$ cat src/rtl/copper_fetch.sv
// copper_fetch: copper instruction prefetch, pairs even/odd halves into a 2-deep FIFO with flush on restart/jump
module copper_fetch #(
    parameter int                AWIDTH       = 10,
    parameter logic [AWIDTH-1:0] RESTART_ADDR = '0
) (
    input  logic              clk,
    input  logic              reset_i,
    input  logic              en_i,
    input  logic              restart_i,
    input  logic              jump_i,
    input  logic [AWIDTH-1:0] jump_addr_i,
    output logic [AWIDTH-1:0] rd_address_o,
    input  logic [15:0]       rd_data_even_i,
    input  logic [15:0]       rd_data_odd_i,
    output logic              instr_valid_o,
    output logic [31:0]       instr_o,
    output logic [AWIDTH-1:0] instr_pc_o,
    input  logic              instr_ready_i
);
    logic [AWIDTH-1:0] addr_q, addr_d, tag_q, tag_d, pc0_q, pc0_d, pc1_q, pc1_d;
    logic [31:0]       ins0_q, ins0_d, ins1_q, ins1_d;
    logic [1:0]        count_q, count_d, left;
    logic [2:0]        occ;
    logic              inflight_q, inflight_d, pop, push, flush, issue;
    always_comb begin
        flush      = restart_i | jump_i;
        pop        = (count_q != 2'd0) & instr_ready_i;
        push       = inflight_q & ~flush;
        left       = count_q - {1'b0, pop};
        occ        = {1'b0, left} + {2'b0, inflight_q};
        issue      = en_i & ~flush & (occ < 3'd2);
        addr_d     = restart_i ? RESTART_ADDR : jump_i ? jump_addr_i : issue ? addr_q + AWIDTH'(1) : addr_q;
        inflight_d = issue;
        tag_d      = issue ? addr_q : tag_q;
        ins0_d     = (push && left == 2'd0) ? {rd_data_even_i, rd_data_odd_i} : pop ? ins1_q : ins0_q;
        pc0_d      = (push && left == 2'd0) ? tag_q : pop ? pc1_q : pc0_q;
        ins1_d     = (push && left == 2'd1) ? {rd_data_even_i, rd_data_odd_i} : ins1_q;
        pc1_d      = (push && left == 2'd1) ? tag_q : pc1_q;
        count_d    = flush ? 2'd0 : left + {1'b0, push};
    end
    always_ff @(posedge clk) begin
        if (reset_i) begin
            addr_q     <= '0;
            tag_q      <= '0;
            inflight_q <= 1'b0;
            ins0_q     <= '0;
            ins1_q     <= '0;
            pc0_q      <= '0;
            pc1_q      <= '0;
            count_q    <= '0;
        end else begin
            addr_q     <= addr_d;
            tag_q      <= tag_d;
            inflight_q <= inflight_d;
            ins0_q     <= ins0_d;
            ins1_q     <= ins1_d;
            pc0_q      <= pc0_d;
            pc1_q      <= pc1_d;
            count_q    <= count_d;
        end
    end
    assign rd_address_o  = addr_q;
    assign instr_valid_o = count_q != 2'd0;
    assign instr_o       = ins0_q;
    assign instr_pc_o    = pc0_q;
endmodule

$ cat config.mk
export PLATFORM = sky130hd
export DESIGN_NAME = copper_fetch
export DESIGN_NICKNAME = d
export VERILOG_FILES = /design/src/rtl/copper_fetch.sv
export SDC_FILE = /design/constraint.sdc
export NUM_CORES = 1
export LEC_CHECK = 0
export CORE_ASPECT_RATIO = 0.8
export CORE_MARGIN = 8
export CORE_UTILIZATION = 45
export CTS_CLUSTER_DIAMETER = 40
export CTS_CLUSTER_SIZE = 25
export DETAILED_ROUTE_END_ITERATION = 10
export PLACE_DENSITY = 0.76
export SYNTH_ARGS = -nofsm -noshare
export SYNTH_HDL_FRONTEND = slang
export SYNTH_SLANG_ARGS = --single-unit
$ cat constraint.sdc
create_clock -name clk -period 2.61 [get_ports clk]
set_input_delay 0.522 -clock clk [delete_from_list [all_inputs] [get_ports clk]]
set_output_delay 0.522 -clock clk [all_outputs]
set_load 0.1 [all_outputs]
# Word-level counts from Yosys, hierarchy flattened
# Cells that the tools add are included.
# word_totals
regBits,107
latch_bits,0
ram_bits,0
mem_bits_ro,0
in_bits,48
word_cells,34
memories,0
# op_classes
add_sub_neg,4
mul,0
div_mod_pow,0
n_lt_le_gt_ge,1
eq_ne,1
n_shift,0
n_mux,6
n_bitwise,6
reduce_logical,8
# op_table
op,n
32-bit 2-to-1 mux,2
10-bit 2-to-1 mux,4
"10-bit by 1-bit adder with 10-bit output, second input constant",1
2-bit nonzero test,3
1-bit AND,4
2-bit OR reduction,2
2-bit by 1-bit adder with 3-bit output,1
"3-bit by 2-bit less-than comparator with 1-bit output, second input constant",1
2-bit by 1-bit adder with 2-bit output,1
"2-bit by 1-bit equality test with 1-bit output, second input constant",1
1-bit logical AND,2
2-bit logical NOT,1
2-bit by 1-bit subtractor with 2-bit output,1
1-bit NOT,1
1-bit bitwise OR,1

# Longest topological paths before layout
# Gate-level depths: netlist of the first run.
# depth
word_depth,8
depth_mapped,13
depth_no_buf,9

# Worst setup path before layout of the first run
# No wires, ideal clock.
# synth_path
path_kind,register to register
start,register count_q[1]
end,register tag_q[0]
setup_ns,0.119
t_arrival_ns,3.077
required_ns,2.491
setup_slack_ns,-0.586
stages_incl_launch_ff,13
n_path_buf,3
synth_period_minus_slack_ns,3.196
path_cell_list,dfxtp_1 -> or2_2 -> clkbuf_1 -> nand2_4 -> buf_6 -> inv_1 -> ha_1 -> xor2_2 -> or3b_4 -> nor3_2 -> buf_6 -> mux2i_1 -> nor2_1
# synth_via
elab_chain_cells,6
# synth_lines
element,line_no,text
start: declaration,22,"logic [1:0] count_q, count_d, left;"
start signal: assignment,59,count_q <= count_d;
2-bit nonzero test,--,
net instr_valid_o,15,"output logic instr_valid_o,"
1-bit AND,27,pop = (count_q != 2'd0) & instr_ready_i;
2-bit by 1-bit subtractor with 2-bit output,29,"left = count_q - {1'b0, pop};"
2-bit by 1-bit adder with 3-bit output,30,"occ = {1'b0, left} + {2'b0, inflight_q};"
3-bit by 2-bit less-than comparator with 1-bit output,31,issue = en_i & ~flush & (occ < 3'd2);
1-bit AND,31,
end signal: assignment,53,tag_q <= tag_d;
end: declaration,20,"logic [AWIDTH-1:0] addr_q, addr_d, tag_q, tag_d, pc0_q, pc0_d, pc1_q, pc1_d;"
# The timed path passes the listed nets, and every way through them passes these cells.
# A chain may end at the register's enable or synchronous reset.

# Worst setup path in the final report of the first run
# layout_path
start,register count_q[1]
end,register tag_q[6]
# layout_via
elab_chain_cells,6
# layout_lines
element,line_no
2-bit nonzero test,27
1-bit AND,27
2-bit by 1-bit subtractor with 2-bit output *,29
2-bit by 1-bit adder with 3-bit output *,30
3-bit by 2-bit less-than comparator with 1-bit output *,31
1-bit AND *,31
# Mark *: on every way between the ends. The rest lies on a longest branch, timed or not.

==> key figures, run 1 <==
Drt
  • Routed Antenna Nets: 0
  • Pre-antenna DRT Iters: 4
  • Final WL: roughly 11000 um
  • DRC Markers: 0
  • Iteration-0 DRC Markers: 209
  • Avg WL per Cell: approximately 15 um
  • Via density: 5.23
  • Vias: approximately 3700

Finish
  • # fillers: about 840
  • ANT cells: 0
  • Area Overhead vs Synth: 30.0%
  • Ratio of cells with drive above 1 in the final layout: 0.162
  • Post-route cell area: 0.00569 sq mm
  • Fin nets: 627
  • Post-layout util: 0.595

Clock tree
  • H-tree level count: 3
  • Hold_buf cts: 0
  • CTS Root Cell: clkbuf_16
  • CTS tree: done
  • Cts bufs inserted: 9
  • Max clock buf depth: 2
  • Post-CTS Resized: 0
  • Clk_lat worst skew: approximately 0.34 ns
  • CTS clock-pin slew for the worst setup and hold paths: 0.07 ns
  • Post-CTS Setup Repair Bufs: 0
  • Clk sinks: roughly 110

Global route
  • GR Util All Layers: 0.159
  • M3 GR Usage: 0.0482
  • Busiest grt layer: met2
  • Met1 GRT Util: 0.202
  • First-pass GRT wire length: 17500 um
  • Number of global-route vias before repair: between 3000 and 4000
  • GR Layer Usage met2: 0.254
  • Largest net degree at the start of global routing: between 90 and 100
  • Antenna violations before repair: 0
  • Total global routing overflow: 0

Timing
  • Max-slew violations: 0
  • RSZ-0062 raised after global routing: no
  • Final Cycle Share: 0.908
  • Crit path time final: around 2.4 ns
  • Slew at the pin closest to its max-slew limit: 0.772 ns
  • Skew final: between 0.01 and 0.015 ns
  • Setup violators final: 0
  • Fmax: 0.422 GHz
  • Rel. slew slack: 0.485
  • Hold Vio Cnt, Final: 0
  • WHS: ~0.45 ns

Setup path
  • CP endpoint kind: flop
  • Critical path type: reg -> reg
  • CP required: 2.82 ns
  • Startpoint type of the worst setup path: flop
  • Critical path arrival: about 2.6 ns
  • Maximum fanout along the worst path: 10

Synthesis
  • Synth Area in Compound Gates: 0.147
  • Cell Area, Synth: 0.00438 sq mm
  • Syn nets: approximately 540
  • Post-synth EDFFs: 0
  • Xor-xnor portion of the synthesized cell area: 0.0217
  • Post-synth ARST share: 0
  • Sequential element share of the synthesized area: 0.490
  • Leading area contributor after synthesis: dfxtp_1
  • Synth unique cells: 33
  • Synth area leaders: dfxtp_1 (49%), mux2i_1 (12%), nand2_1 (7.5%)
  • Most used DFF post-synth: dfxtp_1
  • Synth Area in Adders: 0.00572
  • Post-Syn Instances: roughly 500
  • Mux contribution to synthesized area: 0.121
  • Top cell type's share of synthesized area: 0.490
  • Seq cells post-synth: around 110
  • Syn_area_per_cell: ~9.0 sq um
  • Synth warn: 0
  • Largest family of logic cells by synthesized area: simple AND/OR/NAND/NOR gates
  • Simple logic cell fraction of the synthesized area: 0.166

Floorplan
  • Die Wd: approximately 130 um
  • Top-Level Pins: about 100
  • Die area: 0.0132 sq mm
  • Die H: 104 um
  • Core area: ~0.0096 sq mm
  • Initial cell density of the core: 0.457
  • Row count: 32

Min path
  • Worst hold path type: reg -> reg

Power
  • Power density cells: between 500 and 600 mW/mm^2
  • LEAKAGE: roughly 2.4 nW
  • Peak supply drop: a little under 0.0003 V

Status
  • Status: complete, no violations

Placement
  • Post-Place Cell Area: roughly 0.0054 sq mm
  • GPL Wtd Cong: around 0.79
  • Number of I/O port buffers: 100
  • Dpl hpwl: 7160 um

Flow run
  • Max_cap viols: 0
-- metrics by stage --
stage / cells / setup TNS [ns] / power (mW) / setup WS [ns]
after CTS: 701 / 0 / 3.28 / 0.223
after detailed placement: 685 / -0.508 / 2.02 / -0.0611
after global routing: 701 / 0 / 3.37 / 0.104
after floorplan: 486 / 0 / 1.89 / 0.0132
final: 701 / 0 / 3.25 / 0.240
after global placement: 685 / 0 / 2.01 / 0.000639
-- path summary, 6_finish.rpt --
kind	depth (start not counted)	end	startpoint	slack [ns]
hold / removal	2	ins1_q[18]	ins1_q[18]	0.45
setup reg to reg	10	tag_q[6]	count_q[1]	0.24
setup / recovery	10	tag_q[6]	count_q[1]	0.24
hold reg to reg	2	ins1_q[18]	ins1_q[18]	0.45
-- cells by family (layout without fill, tap and decap cells) --
logic type	count (synthesis)	count (layout)
fa+ha+maj	2	2
xor+xnor	10	10
compound gates	107	107
flops	107	107
simple gates	167	167
mux	53	53
buf+inv	40	136
-- cell type report --
class,count,area (sq um),area share
Inverter,3,11.3,0.00198
Clock buffer,12,246,0.0433
Multi-Input combinational cell,339,2050,0.361
Tap cell,119,149,0.0262
Clock inverter,4,35.0,0.00616
Timing Repair Buffer,117,1050,0.185
Sequential cell,107,2140,0.377
-- state kept, by name, summed over array words and instances, names as in the netlist --
register and cells:
instr_pc_o 10, instr_o 32, rd_address_o 10, ins1_q 32, count_q 2, pc1_q 10
tag_q 10, inflight_q 1
-- cell usage in the layout, fill, tap and decap left out, types with 3 or more instances in the layout --
| master | n |
|---|---|
| nor2_1 | 56 |
| o21ai_0 | 12 |
| dfxtp_1 | 107 |
| clkinv_4 | 3 |
| nand2_1 | 88 |
| buf_12 | 5 |
| clkdlybuf4s50_1 | 46 |
| mux2i_1 | 53 |
| nand4_1 | 5 |
| xnor2_1 | 5 |
| xor2_1 | 4 |
| a211oi_1 | 42 |
| buf_4 | 65 |
| clkbuf_16 | 9 |
| a21oi_1 | 52 |
-- cell usage after synthesis, types with 2 or more instances --
master,number
a211oi_1,42
a21oi_1,52
and3_1,2
and4_1,2
buf_2,10
buf_4,3
buf_6,5
clkbuf_1,18
dfxtp_1,107
ha_1,2
inv_1,2
mux2i_1,53
nand2_1,88
nand3_1,2
nand4_1,5
nor2_1,56
nor2b_1,2
nor3_2,2
o21ai_0,12
xnor2_1,5
xor2_1,4
-- metal layers --
metal,wire length (um),up-vias,part of all wire
met5,0,-,0
met4,104,0,0.0098
met3,542,8,0.051
met2,4780,77,0.45
met1,5210,1721,0.49
li1,-,1858,-
-- worst max-delay path, stage by stage, from the launching register on --
cell and delay [ns]:
dfxtp_1 0.34, or2_2 0.36, nand2_8 0.09, inv_1 0.04, ha_1 0.20, xor2_2 0.18, or3b_4 0.40, nor3_2 0.12
buf_4 0.23, mux2i_1 0.22, nor2_1 0.06
-- report_power, final --
part / internal (mW) / switching [mW]
sequential: 1.65 / 0.0192
clock: 0.683 / 0.591
combinational: 0.117 / 0.196
No activity file was read; power rests on OpenSTA's default activity.
==> run 2, diff against run 1 <==
- CTS_CLUSTER_SIZE: 25 -> 24
- clock period: 2.61 -> 2 ns (I/O delays scaled with it)
==> key figures, run 2 (synthesized netlist as in run 1, its figures left out) <==
Clock tree
  • CTS clock-pin slew for the worst setup and hold paths: ~0.070 ns
  • Cts bufs inserted: 9
  • CTS tree: done
  • Max clock buf depth: 2
  • H-tree level count: 3
  • Clk_lat worst skew: 0.33 ns
  • CTS Root Cell: clkbuf_16
  • Clk sinks: between 100 and 150

Floorplan
  • Die H: about 100 um
  • Die area: about 0.013 sq mm
  • Initial cell density of the core: 0.457
  • Die Wd: about 130 um
  • Row count: 32
  • Core area: 0.00957 sq mm
  • Top-Level Pins: slightly above 100

Power
  • Power density cells: 730 mW/mm^2
  • Final Power: 4.50 mW
  • LEAKAGE: ~2.6 nW
  • Peak supply drop: 0.000431 V

Finish
  • Post-route cell area: 0.00617 sq mm
  • ANT cells: 0
  • # fillers: between 700 and 800
  • Area Overhead vs Synth: 40.9%
  • Most common cell after layout, fill and taps aside: dfxtp_1
  • Ratio of cells with drive above 1 in the final layout: 0.234
  • Fin nets: 638
  • Post-layout util: 0.644
  • Most frequent cells in the layout: dfxtp_1 (106), nand2_1 (88), buf_4 (64)

Min path
  • Worst Min Path Start: reset_i
  • Worst hold path type: in -> reg
  • Hold path depth: 2
  • Hold EP: tag_q[5]

Timing
  • WHS: ~0.42 ns
  • Rel. slew slack: 0.494
  • Slew at the pin closest to its max-slew limit: between 0.7 and 0.8 ns
  • RSZ-0062 raised after global routing: yes
  • Fmax: between 0.4 and 0.5 GHz
  • Hold Vio Cnt, Final: 0
  • Skew final: between 0.004 and 0.005 ns
  • Final setup margin: -0.222 ns
  • Final Cycle Share: 1.11
  • Max-slew violations: 0
  • Setup violators final: 86
  • Crit path time final: between 2 and 2.5 ns

Setup path
  • Critical path arrival: roughly 2.4 ns
  • CP required: 2.22 ns
  • Critical-path top delay cell: or3b_4
  • R2R setup slack: -0.22 ns
  • Reg2Reg Depth: 10
  • CP Depth: 10
  • R2R Path Start: count_q[1]
  • CP endpoint kind: flop
  • CP bufs+invs: 2
  • RR Endpoint: tag_q[6]
  • CP top delay family: simple AND/OR/NAND/NOR gates
  • Startpoint type of the worst setup path: flop
  • Critical path type: reg -> reg
  • Maximum fanout along the worst path: 5
  • Max stage delay on crit path: roughly 0.42 ns
  • Crit path cell chain: or2_4 > nand2_8 > inv_4 > ha_4 > xor2_4 > or3b_4 > nor3_4 > buf_4 > mux2i_1 > nor2_1

Placement
  • Post-Place Cell Area: roughly 0.0057 sq mm
  • GPL Wtd Cong: around 0.77
  • Number of I/O port buffers: 100
  • Dpl hpwl: 7460 um
  • Pre-CTS WS: -0.557 ns

Global route
  • Antenna violations before repair: 0
  • GR Util All Layers: 0.169
  • Number of global-route vias before repair: between 3000 and 4000
  • Largest net degree at the start of global routing: between 40 and 50
  • Total global routing overflow: 0
  • First-pass GRT wire length: between 15000 and 20000 um

Drt
  • Via density: 5.30
  • Vias: between 3000 and 4000
  • Iteration-0 DRC Markers: 214
  • DRC Markers: 0
  • Routed Antenna Nets: 0
  • Final WL: about 11000 um
  • Pre-antenna DRT Iters: 4
  • Avg WL per Cell: between 15 and 20 um

Flow run
  • Max_cap viols: 0

Status
  • Status: complete, but fails checks
  • Failing checks: setup timing
[run 2: changes by cell type in the layout (fill, tap and decap cells not counted), moves of 4 or more]
cell      delta
a211oi_1    -21
a211oi_2    +21
buf_12       +8
nor2_1       -4
nor2_4       +4
[run 2: final cells by class]
cell class | instances | area [sq um] | area share
multi-input combinational | 339 | 2250 | 0.364
sequential | 107 | 2150 | 0.348
timing repair buffer | 128 | 1290 | 0.209
clock buffer | 12 | 268 | 0.0434
tap | 119 | 149 | 0.0241
clock inverter | 4 | 53.8 | 0.00873
inverter | 3 | 13.8 | 0.00223
[run 2: how the worst max path moves through the flow]
| stage | from | end | slack [ns] |
|---|---|---|---|
| after floorplan | count_q[1] | tag_q[0] | -0.52 |
| after global placement | instr_ready_i | tag_q[4] | -0.53 |
| after detailed placement | instr_ready_i | tag_q[8] | -0.56 |
| after CTS | count_q[1] | tag_q[8] | -0.19 |
| after global routing | count_q[1] | tag_q[6] | -0.30 |
| final | count_q[1] | tag_q[6] | -0.22 |
[run 2: layer usage]
metal / vias up / track usage / routed length, um
met1: 1799 / 0.215 / 5360
met3: 7 / 0.0456 / 597
met5: - / 0 / 0
li1: 1873 / - / -
met2: 94 / 0.285 / 5430
met4: 0 / 0.0266 / 57
[run 2: power breakdown]
group / switching, mW / internal (mW)
Clock: 0.781 / 1.09
Combinational: 0.275 / 0.181
Sequential: 0.0250 / 2.15
[run 2: timing repair]
action / CTS / global route
resized for setup: 14 / 5
hold buffers: 0 / 0
cloned: 2 / 1
pin swaps: 6 / 5
endpoints found under the setup margin: 103 / 104
setup buffers: 2 / 0
[run 2: per-stage QoR]
| step | std cells | TNS (ns) |
|---|---|---|
| floorplan | 486 | -26.24 |
| global placement | 691 | -41.38 |
| detailed placement | 691 | -41.99 |
| CTS | 711 | -5.05 |
| global route | 712 | -15.63 |
| finish | 712 | -4.89 |
